## config.mk

```make
export PLATFORM = sky130hd
export DESIGN_NAME = psk_frame_scheduler_flat
export DESIGN_NICKNAME = d
export VERILOG_FILES = /design/src/rtl/psk_frame_scheduler_if.sv /design/src/rtl/psk_frame_scheduler.sv /design/src/flat_wrapper.sv
export SDC_FILE = /design/constraint.sdc
export NUM_CORES = 1
export LEC_CHECK = 0
export ABC_AREA = 1
export BUFFER_PORTS_ARGS = -buffer_cell sky130_fd_sc_hd__clkbuf_2
export CORE_AREA = 2 2 68 70
export DETAILED_ROUTE_END_ITERATION = 10
export DIE_AREA = 0 0 70 72
export PLACE_DENSITY = 0.66
export SYNTH_ARGS = -nofsm -noshare
export SYNTH_HDL_FRONTEND = slang
export SYNTH_SLANG_ARGS = --single-unit
```

## constraint.sdc

```tcl
create_clock -name clk -period 2.3 [get_ports clk]
set_input_delay 0.46 -clock clk [delete_from_list [all_inputs] [get_ports clk]]
set_output_delay 0.46 -clock clk [all_outputs]
set_load 0.1 [all_outputs]
```

## src/rtl/psk_frame_scheduler_if.sv

```systemverilog
// -----------------------------------------------------------------------------
// psk_frame_scheduler_if
// Bundles the handshake signals of the PSK frame scheduler: the control pair
// (enable/start), the upstream first-word-fall-through FIFO port, the
// modulator port and the status outputs.
//   master : drives control, FIFO head/empty and the modulator consume strobe
//   slave  : the scheduler itself (pops the FIFO, presents bytes, reports status)
// -----------------------------------------------------------------------------
interface psk_frame_scheduler_if;
  logic        enable;
  logic        start;
  logic [7:0]  src_data;
  logic        src_empty;
  logic        src_read;
  logic [7:0]  mod_sample;
  logic        mod_empty;
  logic        mod_read;
  logic        busy;
  logic        frame_done;
  logic [15:0] underrun_count;

  modport master (
    output enable, start, src_data, src_empty, mod_read,
    input  src_read, mod_sample, mod_empty, busy, frame_done, underrun_count
  );

  modport slave (
    input  enable, start, src_data, src_empty, mod_read,
    output src_read, mod_sample, mod_empty, busy, frame_done, underrun_count
  );
endinterface

```

## src/rtl/psk_frame_scheduler.sv

```systemverilog
// -----------------------------------------------------------------------------
// psk_frame_scheduler
// Builds one frame per start request: PREAMBLE_LEN copies of PREAMBLE_BYTE
// followed by FRAME_LEN payload bytes pulled from an upstream FWFT FIFO.
// The modulator is fed continuously; a payload slot with no byte ready is
// filled with IDLE_BYTE (underrun) and the frame is stretched by one slot.
// A one-byte holding register prefetches payload during the preamble and
// refills in the same cycle it is consumed, so steady reads see no bubble.
//
// Ports:
//   clk  : single clock, rising edge
//   rst  : asynchronous active-low reset
//   bus  : psk_frame_scheduler_if.slave
//          enable/start, src_data/src_empty/src_read,
//          mod_sample/mod_empty/mod_read, busy/frame_done/underrun_count
//
// Build option:
//   PSK_SCHED_UNDERRUN_COUNT_EN - when defined, underrun_count counts
//   IDLE_BYTE payload slots (saturating, cleared at frame start); otherwise
//   underrun_count is tied to zero.
// -----------------------------------------------------------------------------
module psk_frame_scheduler #(
  parameter int unsigned PREAMBLE_LEN  = 16,
  parameter logic [7:0]  PREAMBLE_BYTE = 8'hAA,
  parameter int unsigned FRAME_LEN     = 64,
  parameter logic [7:0]  IDLE_BYTE     = 8'h00
) (
  input logic                  clk,
  input logic                  rst,
  psk_frame_scheduler_if.slave bus
);

  localparam int unsigned PRE_W = $clog2(PREAMBLE_LEN + 1);
  localparam int unsigned FRM_W = $clog2(FRAME_LEN + 1);

  localparam logic [PRE_W-1:0] PRE_ZERO_C = {PRE_W{1'b0}};
  localparam logic [PRE_W-1:0] PRE_ONE_C  = PRE_W'(1);
  localparam logic [PRE_W-1:0] PRE_LAST_C = PRE_W'(PREAMBLE_LEN - 1);
  localparam logic [FRM_W-1:0] FRM_ZERO_C = {FRM_W{1'b0}};
  localparam logic [FRM_W-1:0] FRM_ONE_C  = FRM_W'(1);
  localparam logic [FRM_W-1:0] FRM_LEN_C  = FRM_W'(FRAME_LEN);
  localparam logic [FRM_W-1:0] FRM_LAST_C = FRM_W'(FRAME_LEN - 1);

  typedef enum logic [1:0] {
    IDLE = 2'd0,
    PRE  = 2'd1,
    PAY  = 2'd2
  } state_t;

  state_t           state_r;
  logic [PRE_W-1:0] pre_cnt_r;
  logic [FRM_W-1:0] fetch_cnt_r;
  logic [FRM_W-1:0] sent_cnt_r;
  logic [7:0]       hold_r;
  logic             hold_valid_r;
  logic             frame_done_r;

  logic             run_s;
  logic             in_pre_s;
  logic             in_pay_s;
  logic             start_s;
  logic             take_pre_s;
  logic             take_pay_s;
  logic             fetch_room_s;
  logic             src_read_s;
  logic [7:0]       mod_sample_s;

  // run_s includes rst so the FIFO/modulator strobes are quiet during reset
  assign run_s        = bus.enable & rst;
  assign in_pre_s     = (state_r == PRE);
  assign in_pay_s     = (state_r == PAY);
  assign start_s      = run_s & (state_r == IDLE) & bus.start;
  assign take_pre_s   = run_s & in_pre_s & bus.mod_read;
  // a payload read only counts when a real byte is held; otherwise it is an underrun
  assign take_pay_s   = run_s & in_pay_s & bus.mod_read & hold_valid_r;
  assign fetch_room_s = (fetch_cnt_r < FRM_LEN_C);
  // refill when the holding register is empty or is being emptied this cycle
  assign src_read_s   = run_s & (in_pre_s | in_pay_s) & ~bus.src_empty &
                        fetch_room_s & (~hold_valid_r | take_pay_s);

  // Byte presented to the modulator, decoded from registered state
  always_comb begin
    mod_sample_s = IDLE_BYTE;
    case (state_r)
      IDLE: mod_sample_s = IDLE_BYTE;
      PRE:  mod_sample_s = PREAMBLE_BYTE;
      PAY: begin
        if (hold_valid_r) begin
          mod_sample_s = hold_r;
        end else begin
          mod_sample_s = IDLE_BYTE;
        end
      end
      default: mod_sample_s = IDLE_BYTE;
    endcase
  end

  // Frame sequencer: state, counters, holding register and frame_done pulse
  always_ff @(posedge clk or negedge rst) begin
    if (!rst) begin
      state_r      <= IDLE;
      pre_cnt_r    <= PRE_ZERO_C;
      fetch_cnt_r  <= FRM_ZERO_C;
      sent_cnt_r   <= FRM_ZERO_C;
      hold_r       <= 8'h00;
      hold_valid_r <= 1'b0;
      frame_done_r <= 1'b0;
    end else if (bus.enable) begin
      frame_done_r <= 1'b0;

      // holding register: a refill wins over the consume-clear
      if (src_read_s) begin
        hold_r       <= bus.src_data;
        hold_valid_r <= 1'b1;
        fetch_cnt_r  <= fetch_cnt_r + FRM_ONE_C;
      end else if (take_pay_s) begin
        hold_valid_r <= 1'b0;
      end

      case (state_r)
        IDLE: begin
          if (start_s) begin
            state_r     <= PRE;
            pre_cnt_r   <= PRE_ZERO_C;
            fetch_cnt_r <= FRM_ZERO_C;
            sent_cnt_r  <= FRM_ZERO_C;
          end
        end
        PRE: begin
          if (take_pre_s) begin
            pre_cnt_r <= pre_cnt_r + PRE_ONE_C;
            if (pre_cnt_r == PRE_LAST_C) begin
              state_r <= PAY;
            end
          end
        end
        PAY: begin
          if (take_pay_s) begin
            sent_cnt_r <= sent_cnt_r + FRM_ONE_C;
            if (sent_cnt_r == FRM_LAST_C) begin
              state_r      <= IDLE;
              frame_done_r <= 1'b1;
            end
          end
        end
        default: state_r <= IDLE;
      endcase
    end
  end

`ifdef PSK_SCHED_UNDERRUN_COUNT_EN
  logic        underrun_s;
  logic [15:0] underrun_cnt_r;

  assign underrun_s = run_s & in_pay_s & bus.mod_read & ~hold_valid_r;

  // Saturating count of IDLE_BYTE payload slots, restarted with each frame
  always_ff @(posedge clk or negedge rst) begin
    if (!rst) begin
      underrun_cnt_r <= 16'h0000;
    end else if (start_s) begin
      underrun_cnt_r <= 16'h0000;
    end else if (underrun_s && (underrun_cnt_r != 16'hFFFF)) begin
      underrun_cnt_r <= underrun_cnt_r + 16'h0001;
    end
  end

  assign bus.underrun_count = underrun_cnt_r;
`else
  assign bus.underrun_count = 16'h0000;
`endif

  assign bus.src_read   = src_read_s;
  assign bus.mod_sample = mod_sample_s;
  assign bus.mod_empty  = ~run_s;
  assign bus.busy       = (state_r != IDLE);
  assign bus.frame_done = frame_done_r;

endmodule

```

## src/flat_wrapper.sv

```systemverilog
// flat-port wrapper written by rule: the top's interface ports become plain ports
module psk_frame_scheduler_flat 
#(
  parameter int unsigned PREAMBLE_LEN  = 16,
  parameter logic [7:0]  PREAMBLE_BYTE = 8'hAA,
  parameter int unsigned FRAME_LEN     = 64,
  parameter logic [7:0]  IDLE_BYTE     = 8'h00
)
  (clk, rst, bus_enable, bus_start, bus_src_data, bus_src_empty, bus_mod_read, bus_src_read, bus_mod_sample, bus_mod_empty, bus_busy, bus_frame_done, bus_underrun_count);
  psk_frame_scheduler_if bus_i ();
  input logic clk;
  input logic rst;
  input wire logic [$bits(bus_i.enable)-1:0] bus_enable;
  input wire logic [$bits(bus_i.start)-1:0] bus_start;
  input wire logic [$bits(bus_i.src_data)-1:0] bus_src_data;
  input wire logic [$bits(bus_i.src_empty)-1:0] bus_src_empty;
  input wire logic [$bits(bus_i.mod_read)-1:0] bus_mod_read;
  output wire logic [$bits(bus_i.src_read)-1:0] bus_src_read;
  output wire logic [$bits(bus_i.mod_sample)-1:0] bus_mod_sample;
  output wire logic [$bits(bus_i.mod_empty)-1:0] bus_mod_empty;
  output wire logic [$bits(bus_i.busy)-1:0] bus_busy;
  output wire logic [$bits(bus_i.frame_done)-1:0] bus_frame_done;
  output wire logic [$bits(bus_i.underrun_count)-1:0] bus_underrun_count;
  assign bus_i.enable = bus_enable;
  assign bus_i.start = bus_start;
  assign bus_i.src_data = bus_src_data;
  assign bus_i.src_empty = bus_src_empty;
  assign bus_i.mod_read = bus_mod_read;
  assign bus_src_read = bus_i.src_read;
  assign bus_mod_sample = bus_i.mod_sample;
  assign bus_mod_empty = bus_i.mod_empty;
  assign bus_busy = bus_i.busy;
  assign bus_frame_done = bus_i.frame_done;
  assign bus_underrun_count = bus_i.underrun_count;
  psk_frame_scheduler #(.PREAMBLE_LEN(PREAMBLE_LEN), .PREAMBLE_BYTE(PREAMBLE_BYTE), .FRAME_LEN(FRAME_LEN), .IDLE_BYTE(IDLE_BYTE)) u_core (.clk(clk), .rst(rst), .bus(bus_i));
endmodule
```

==> results of run 1 <==
[Yosys cell counts]
cell type / number
nor3_1: 1
xor2_1: 5
inv_1: 24
o21ai_2: 1
nor2_4: 1
o21ai_0: 19
buf_6: 1
nor3b_1: 1
nand2_2: 2
conb_1: 1
buf_4: 17
buf_2: 1
inv_2: 2
nand2_4: 2
a21oi_1: 7
nor2_1: 22
dfrtp_1: 31
o21ai_1: 3
nand3_1: 11
nor2_2: 1
a21oi_2: 1
o22ai_1: 1
nand4_1: 4
nand3b_1: 1
o21bai_1: 1
ha_1: 8
nand2_1: 69
xnor2_1: 1
clkinv_2: 1
nand3b_2: 1
[cells in the final DEF, fill, tap and decap left out, drive strengths merged]
cell    instances
clkinv          1
nor2           24
inv            26
o21ai          23
a21oi           8
dfrtp          31
nand3b          2
xnor2           1
nand3          11
clkbuf         23
ha              8
nand2          73
o22ai           1
nor3b           1
nand4           4
xor2            5
buf            13
conb           16
o21bai          1
nor3            1
[timing repair]
| action | 4_1_cts | 5_1_grt |
|---|---|---|
| pin swaps | 0 | 0 |
| resized for setup | 1 | 5 |
| setup endpoints to repair | 7 | 8 |
[area by class of cell]
cell class / count / area share
multi-input cells: 179 / 0.413
flip-flops and latches: 31 / 0.339
repair buffers: 28 / 0.130
inverters: 27 / 0.0449
clock buffers: 8 / 0.0438
well taps: 52 / 0.0285
[layer usage]
layer  vias to the layer above  global-route usage  part of all wire
met2                        28               0.289              0.51
met5                         -                   0                 0
li1                        788                   -                 -
met3                         7              0.0389             0.035
met4                         0              0.0641             0.017
met1                       702               0.197              0.44
[path summary, 6_finish.rpt]
path / slack [ps] / end
setup / recovery: 110 / bus_mod_sample[7]
hold / removal: 250 / u_core.hold_valid_r
setup reg to reg: 570 / u_core.fetch_cnt_r[3]
hold reg to reg: 500 / u_core.hold_r[4]
max in group asynchronous: 1750 / u_core.hold_r[1]
min in group clk: 380 / u_core.hold_r[4]
[power by group]
| group | switching [mW] | internal (mW) | total, mW |
|---|---|---|---|
| sequential | 0.112 | 0.719 | 0.831 |
| combinational | 1.03 | 0.452 | 1.49 |
| clock | 0.204 | 0.273 | 0.477 |
| total | 1.35 | 1.44 | 2.79 |
[flip-flops by register name, summed over array words and instances, names as in the netlist]
register               count
u_core.bus.frame_done      1
u_core.fetch_cnt_r         7
u_core.hold_r              8
u_core.hold_valid_r        1
u_core.pre_cnt_r           5
u_core.sent_cnt_r          7
u_core.state_r             2
[stage by stage]
stage	setup TNS, ps	instance area (sq um)	util
finish	0	2290	0.536
global placement	0	2160	0.507
floorplan	-938	1940	-
detailed placement	0	2160	0.507
global route	-7.78	2290	0.536
CTS	0	2270	0.531
[kinds of logic after synthesis]
logic type,Yosys count,synth area share
adders and majority gates,8,0.0538
other,1,0.00202
DFF,31,0.417
and+or+nand+nor,116,0.272
AOI/OAI and AO/OA,33,0.0948
buffers and inverters,46,0.132
xor gates and xnor gates,6,0.0282
==> metrics.md, run 1 <==
| Metric | Value |
|---|---|
| Vias per cell | ~4.7 |
| Max VDD drop | approximately 0.00090 V |
| Wirelength per Cell | 11.6 um |
| Fillers | 405 |
| Launch point of the critical path | u_core.state_r[1] |
| Htree depth | 2 |
| Delay-heaviest family, CP | flip-flops |
| Initial DRC count | 71 |
| Total congestion overflow | 0 |
| Post-CTS Hold Buffers | 0 |
| Die height | 72 um |
| Initial core utilization | 0.436 |
| Final Hold Viols | 0 |
| Slew Limit Fails | 0 |
| Worst slack at placement | 213 ps |
| Final worst setup slack | 110 ps |
| Clock Skew | 6.50 ps |
| CP Buf/Inv Count | 2 |
| IO buf count | 25 |
| Placed Instances | 317 |
| Worst-path fanout max | 7 |
| Storage cell area | a little under 800 sq um |
| NumNets Final | 294 |
| Root Driver | clkbuf_8 |
| Top cells by area, synth | dfrtp_1, nand2_1, buf_4 |
| Slowest CP cell | dfrtp_1 |
| Core Area | approximately 0.0043 sq mm |
| First-pass GRT wire length | roughly 6500 um |
| Status | completed |
| Largest net degree at the start of global routing | 32 |
| Syn Area/Cell | around 7.7 sq um |
| Arrival @ worst endpoint | between 1500 and 2000 ps |
| Std cell rows | 24 |
| Total global-route track usage | 0.164 |
| CTS Buf Count | 5 |
| Share of cells above drive strength 1 | 0.223 |
| Area Overhead vs Synth | 22.9% |
| Routability cong. | a little under 0.8 |
| Rel. slew slack | 0.642 |
| Final min period | around 2200 ps |
| Synth area leader | dfrtp_1 |
| WHS | approximately 250 ps |
| CTS Sinks | 31 |
| Multi-input logic area | approximately 940 sq um |
| Worst Hold Class | input port to async pin |
| Cell depth of the worst setup path | 5 |
| Residual DRC | 0 |
| Reg-to-Reg Start | u_core.state_r[1] |
| R2R depth | 9 |
| CP startpoint kind | register |
| Netlist cell types | 30 |
| Final Cycle Share | 0.952 |
| Final setup violation count | 0 |
| Initial antenna violation count | 0 |
| Vias | 1525 |
| Max-Cap Viols | 0 |
| Overall die width | roughly 70 um |
| Critical Path RT | roughly 1800 ps |
| Slew @ Worst Pin | between 500 and 600 ps |
| Post-route insts no fill | roughly 330 |
| CP cell instances | inv_1, ha_4, nand3_2, o21ai_2, buf_12 |
| Critical path type | register to output port |
| Leak | between 1 and 1.5 nW |
| Syn. warnings | 0 |
| Crit. End Element | output port |
| DIE AREA | slightly above 0.005 sq mm |
| Seq/Total Area, Yosys | 0.417 |
| Initial DRT Pass Iterations | 5 |
| Largest buffer count on any clock path | 2 |
| Power per Cell Area | between 1000 and 1500 mW/mm^2 |
| Final ANT Viol Nets | 0 |
| FMAX | 457 MHz |
| FF+latch count, synth | 31 |
| Mapped Area | about 0.0019 sq mm |
| Clock edge transition at the registers on the reported setup and hold paths | around 70 ps |
| Pwr Total | 2.79 mW |
| HPWL Detailed | around 2700 um |
| # diodes | 0 |
| Io pins | 42 |
| Clock tree from TritonCTS | done |
| Post-CTS setup buffers | 0 |
| Clk_lat worst skew | roughly 290 ps |
| Mapped Cells | between 200 and 250 |
| Synth top area share | 0.417 |
| Vias in the first global route | about 1500 |
| Crit-path max cell delay | ~380 ps |
| WL final | approximately 3800 um |
Note: power is estimated with default switching activity, not from simulation.
==> run 2: changes to the inputs <==
--- a/config.mk
+++ b/config.mk
@@ -7,10 +7,12 @@
 export LEC_CHECK = 0
 export ABC_AREA = 1
 export BUFFER_PORTS_ARGS = -buffer_cell sky130_fd_sc_hd__clkbuf_2
-export CORE_AREA = 2 2 68 70
+export CELL_PAD_IN_SITES_DETAIL_PLACEMENT = 1
+export CELL_PAD_IN_SITES_GLOBAL_PLACEMENT = 2
+export CORE_AREA = 2 2 82 84
 export DETAILED_ROUTE_END_ITERATION = 10
-export DIE_AREA = 0 0 70 72
-export PLACE_DENSITY = 0.66
+export DIE_AREA = 0 0 84 86
+export PLACE_DENSITY_LB_ADDON = 0.1
 export SYNTH_ARGS = -nofsm -noshare
 export SYNTH_HDL_FRONTEND = slang
 export SYNTH_SLANG_ARGS = --single-unit
==> run 2 against run 1 <==
Via count increased by 0.72%. Die area increased by 43%. Clock skew increased by 2.9 ps. Combinational power about the same. Register-to-register slack got worse by 60 ps. Setup slack improved by 19 ps. Global-route usage decreased by 3.6 points. Sequential power decreased by 0.7%. Critical path depth increased by 2. Largest power group unchanged.
==> metrics.md, run 2 (synthesis results as in run 1) <==
| Metric | Value |
|---|---|
| Final Hold Viols | 0 |
| # diodes | 0 |
| Final min period | approximately 2200 ps |
| Clock Skew | approximately 9.4 ps |
| Max VDD drop | 0.000616 V |
| Largest Register | u_core.hold_r |
| Rel. slew slack | 0.640 |
| Htree depth | 2 |
| Status | completed |
| Fillers | around 800 |
| Clock edge transition at the registers on the reported setup and hold paths | ~70 ps |
| Worst slack at placement | approximately 190 ps |
| Worst Hold Class | input port to async pin |
| Share of cells above drive strength 1 | 0.217 |
| HPWL Detailed | roughly 3300 um |
| CTS Buf Count | 5 |
| Initial antenna violation count | 0 |
| WHS | roughly 270 ps |
| Io pins | 42 |
| Clk_lat worst skew | between 200 and 300 ps |
| Clock tree from TritonCTS | done |
| Multi-input logic area | roughly 940 sq um |
| Leak | about 1.1 nW |
| Final ANT Viol Nets | 0 |
| FMAX | approximately 460 MHz |
| First-pass GRT wire length | 7410 um |
| DIE AREA | between 0.007 and 0.008 sq mm |
| Critical path type | register to output port |
| Worst-path fanout max | 10 |
| Crit-path max cell delay | 370 ps |
| Total congestion overflow | 0 |
| Vias per cell | about 4.4 |
| Slowest CP cell | dfrtp_1 |
| Routability cong. | a little under 0.7 |
| Most common cell after layout, fill and taps aside | nand2_1 |
| Vias | 1536 |
| WL final | about 4400 um |
| CTS Sinks | 31 |
| Wirelength per Cell | about 12 um |
| Final Cycle Share | 0.944 |
| Initial DRT Pass Iterations | 4 |
| Overall die width | ~84 um |
| Met2 routed WL | ~2100 um |
| Routed met3 length | approximately 160 um |
| Max FFs per register | 8 |
| Most frequent cells in the layout | nand2_1, dfrtp_1, inv_1 |
| Slew Limit Fails | 0 |
| Std cell rows | 29 |
| Largest buffer count on any clock path | 2 |
| Storage cell area | 776 sq um |
| Slew @ Worst Pin | about 540 ps |
| RSZ-0062 raised after global routing | no |
| NumNets Final | between 200 and 300 |
| Vias in the first global route | between 1500 and 2000 |
| Crit. End Element | output port |
| Final worst setup slack | approximately 130 ps |
| Power per Cell Area | 1190 mW/mm^2 |
| Max-Cap Viols | 0 |
| Initial core utilization | 0.296 |
| Total global-route track usage | 0.129 |
| Largest net degree at the start of global routing | 32 |
| CP cell instances | inv_1, ha_1, nand3_1, nor2_2, nand2_4, clkinv_2, buf_12 |
| Met1 wire length | roughly 2100 um |
| Regs by FF count | u_core.hold_r: 8 flops, u_core.fetch_cnt_r: 7 flops, u_core.sent_cnt_r: 7 flops |
| Final setup violation count | 0 |
| Top sig layer | met4 |
| Area Overhead vs Synth | 24.3% |
| Initial DRC count | 27 |
| Residual DRC | 0 |
| Post-route insts no fill | roughly 350 |
| IO buf count | 25 |
| Util after Layout | 0.369 |
| Core Area | ~0.0063 sq mm |
| Die height | roughly 86 um |
| Root Driver | clkbuf_8 |
| Placed Instances | 342 |
| Critical Path RT | 1840 ps |
| Arrival @ worst endpoint | 1710 ps |
| CP startpoint kind | register |
-- run 2: cell types whose count changed in the layout (fill, tap and decap cells not counted), sizes merged --
cell    before  now
buf         13   16
clkbuf      23   22
clkinv       1    2
-- run 2: metrics by stage --
step | TNS, ps | cell area [sq um] | total power, mW
final | 0 | 2310 | 2.74
after global routing | 0 | 2310 | 2.95
after CTS | 0 | 2280 | 2.74
after detailed placement | 0 | 2190 | 2.29
after global placement | 0 | 2190 | 2.29
after floorplan | -938 | 1940 | 1.91
-- run 2: timing repair --
| item | in CTS | in global routing |
|---|---|---|
| hold buffers | 0 | 0 |
| resized for setup | 1 | 3 |
| endpoints found under the hold margin | 0 | 0 |
| pin swaps | 0 | 1 |
| setup buffers | 0 | 3 |
| endpoints found under the setup margin | 7 | 8 |
-- run 2: critical path, delay by kind of cell, from the launching register on --
kind / cells / cell delay [ps]
flops: 1 / 370
buf+inv: 3 / 350
fa+ha+maj: 1 / 350
simple gates: 3 / 350
-- run 2: worst paths after layout --
| path | startpoint | endpoint | cells past startpoint | slack (ps) |
|---|---|---|---|---|
| worst min register to register | u_core.bus.frame_done | u_core.bus.frame_done | 2 | 490 |
| max in group asynchronous | rst | u_core.fetch_cnt_r[0] | 2 | 1720 |
| min in group clk | bus_src_data[3] | u_core.hold_r[3] | 3 | 390 |
| worst max-delay path | u_core.state_r[1] | bus_src_read | 7 | 130 |
| worst max register to register | u_core.state_r[1] | u_core.fetch_cnt_r[3] | 9 | 510 |
| worst min-delay path | rst | u_core.sent_cnt_r[4] | 2 | 270 |
-- run 2: per-layer routing --
metal | track usage | vias up
met5 | 0 | -
met4 | 0.0396 | 0
met3 | 0.0346 | 6
met2 | 0.223 | 23
met1 | 0.157 | 712
li1 | - | 795
-- run 2: layout make-up --
class,count,share of cell area
inverter,27,0.0443
timing repair buffer,31,0.138
sequential,31,0.335
clock buffer,7,0.0330
multi-input combinational,179,0.405
clock inverter,1,0.00216
tap,77,0.0416
-- run 2: report_power, final --
part,leakage [nW],internal (mW),switching (mW)
combinational,0.649,0.453,1.04
clock,0.0422,0.212,0.208
sequential,0.408,0.718,0.107
==> run 3: changes to the inputs <==
--- a/config.mk
+++ b/config.mk
@@ -8,10 +8,10 @@
 export ABC_AREA = 1
 export BUFFER_PORTS_ARGS = -buffer_cell sky130_fd_sc_hd__clkbuf_2
 export CELL_PAD_IN_SITES_DETAIL_PLACEMENT = 1
-export CELL_PAD_IN_SITES_GLOBAL_PLACEMENT = 2
-export CORE_AREA = 2 2 82 84
+export CELL_PAD_IN_SITES_GLOBAL_PLACEMENT = 1
+export CORE_AREA = 2 2 73 75
 export DETAILED_ROUTE_END_ITERATION = 10
-export DIE_AREA = 0 0 84 86
+export DIE_AREA = 0 0 75 77
 export PLACE_DENSITY_LB_ADDON = 0.1
 export SYNTH_ARGS = -nofsm -noshare
 export SYNTH_HDL_FRONTEND = slang
==> constraint.sdc (replaced) <==
create_clock -name clk -period 2 [get_ports clk]
set_input_delay 0.4 -clock clk [delete_from_list [all_inputs] [get_ports clk]]
set_output_delay 0.4 -clock clk [all_outputs]
set_load 0.1 [all_outputs]
==> run 3 against run 2 <==
The flow now finishes with violations (setup timing). Hold slack got worse by 57 ps. Count of clock-buffer cells in the layout grew 1. Sequential cell count did not move.
==> metrics.md, run 3 (synthesis results as in run 1) <==
| Metric | Value |
|---|---|
| Status | finished, violations left |
| Failing checks | setup timing |
| Most frequent cells in the layout | nand2_1, dfrtp_1, inv_1 |
| Clock edge transition at the registers on the reported setup and hold paths | ~70 ps |
| Total global-route track usage | 0.177 |
| Root Driver | clkbuf_8 |
| Vias | 1599 |
| Residual DRC | 0 |
| Regs by FF count | u_core.hold_r: 8 flops, u_core.fetch_cnt_r: 7 flops, u_core.sent_cnt_r: 7 flops |
| Max FFs per register | 8 |
| Placed Instances | 339 |
| Io pins | 42 |
| Delay-heaviest family, CP | flip-flops |
| Critical path type | register to output port |
| Initial core utilization | 0.374 |
| Power per Cell Area | about 1400 mW/mm^2 |
| Worst Hold Class | input port to async pin |
| Worst-path fanout max | 7 |
| Largest Register | u_core.hold_r |
| Dpl cell area | 0.00228 sq mm |
| WL final | roughly 4500 um |
| Max-Cap Viols | 0 |
| Rel. slew slack | 0.642 |
| Total congestion overflow | 0 |
| Slew @ Worst Pin | ~540 ps |
| Fillers | between 600 and 700 |
| Pwr Total | roughly 3.4 mW |
| Vias per cell | ~4.6 |
| Slew Limit Fails | 0 |
| Crit-path max cell delay | 360 ps |
| Post-route insts no fill | 350 |
| Worst slack at placement | about 130 ps |
| Std cell rows | 26 |
| Final ANT Viol Nets | 0 |
| Largest buffer count on any clock path | 2 |
| Routability cong. | between 0.7 and 0.8 |
| Arrival @ worst endpoint | between 1500 and 2000 ps |
| First-pass GRT wire length | slightly below 8000 um |
| Core Area | between 0.004 and 0.005 sq mm |
| FMAX | a little under 500 MHz |
| Design area | 0.00243 sq mm |
| IO buf count | 25 |
| Vias in the first global route | between 1500 and 2000 |
| DIE AREA | 0.00578 sq mm |
| Initial DRC count | 46 |
| Clk_lat worst skew | around 290 ps |
| CP Buf/Inv Count | 2 |
| CTS Buf Count | 5 |
| WHS | 209 ps |
| Critical Path RT | around 1600 ps |
| Crit. End Element | output port |
| Clock Skew | around 5.3 ps |
| CTS Sinks | 31 |
| Htree depth | 2 |
| CP cell instances | inv_2, ha_4, nand3_4, o21ai_4, buf_12 |
| Final setup violation count | 4 |
| Final Hold Viols | 0 |
| Slowest CP cell | dfrtp_1 |
| RSZ-0062 raised after global routing | yes |
| NumNets Final | between 300 and 400 |
| Die height | around 77 um |
| CP startpoint kind | register |
| Post-CTS Hold Buffers | 0 |
| Clock tree from TritonCTS | done |
| Max VDD drop | between 0.0009 and 0.001 V |
| Wirelength per Cell | between 10 and 15 um |
| Area Overhead vs Synth | 30.5% |
| Final Cycle Share | 1.01 |
| HPWL Detailed | approximately 3300 um |
| Overall die width | around 75 um |
| Share of cells above drive strength 1 | 0.246 |
| # diodes | 0 |
| Initial antenna violation count | 0 |
| Initial DRT Pass Iterations | 4 |
| Largest net degree at the start of global routing | 32 |
| Leak | between 1 and 1.5 nW |
| Final worst setup slack | -17.8 ps |
| Final min period | between 2000 and 2500 ps |
| Most common cell after layout, fill and taps aside | nand2_1 |
run 3: cell count changes in the layout (fill, tap and decap cells not counted):
cell      change
buf_4         +5
nor2_2        -4
nor2_4        +4
o21ai_2       -4
o21ai_4       +4
inv_1         -3
inv_2         +3
clkbuf_8      +2
ha_4          +2
clkbuf_1      -1
clkbuf_2      -1
clkinv_2      -1
ha_1          -1
ha_2          -1
run 3: timing repair:
action	CTS	global route
endpoints found under the setup margin	9	9
pin swaps	5	2
hold endpoints to repair	0	0
buffers inserted	3	0
resized for setup	5	2
run 3: layout make-up:
cell class | instances | area (sq um) | area share
clock buffers | 8 | 100 | 0.0412
inverters | 27 | 103 | 0.0422
multi-input cells | 179 | 1010 | 0.416
flip-flops and latches | 31 | 776 | 0.319
well taps | 70 | 87.6 | 0.0361
repair buffers | 35 | 353 | 0.145
run 3: final timing paths:
| path | from | endpoint | slack [ps] | cells after the start |
|---|---|---|---|---|
| max | u_core.state_r[0] | bus_mod_sample[3] | -20 | 5 |
| min | rst | u_core.fetch_cnt_r[6] | 210 | 2 |
| max reg2reg | u_core.state_r[0] | u_core.fetch_cnt_r[6] | 350 | 9 |
| min reg2reg | u_core.bus.frame_done | u_core.bus.frame_done | 510 | 2 |
| max in group asynchronous | rst | u_core.bus.frame_done | 1490 | 2 |
| min in group clk | bus_src_data[3] | u_core.hold_r[3] | 320 | 3 |
run 3: stage by stage:
stage | utilization | setup TNS [ps]
2_1_floorplan | - | 0
3_3_place_gp | 0.458 | 0
3_5_place_dp | 0.458 | 0
4_1_cts | 0.487 | -115
5_1_grt | 0.488 | -443
6_report | 0.488 | -56.0
run 3: routing by layer:
metal | global-route usage | wire length (um) | vias up | share of wire
met5 | 0 | 0 | - | 0
met4 | 0.0643 | 69 | 0 | 0.015
met1 | 0.239 | 2070 | 758 | 0.46
met2 | 0.280 | 2260 | 29 | 0.50
li1 | - | - | 805 | -
met3 | 0.0315 | 131 | 7 | 0.029
run 3: where the power goes:
group / total (mW) / internal (mW) / leakage, nW / switching, mW
logic: 1.91 / 0.619 / 0.673 / 1.30
clock network: 0.561 / 0.314 / 0.0515 / 0.247
registers: 0.951 / 0.826 / 0.408 / 0.125
total: 3.43 / 1.76 / 1.13 / 1.67
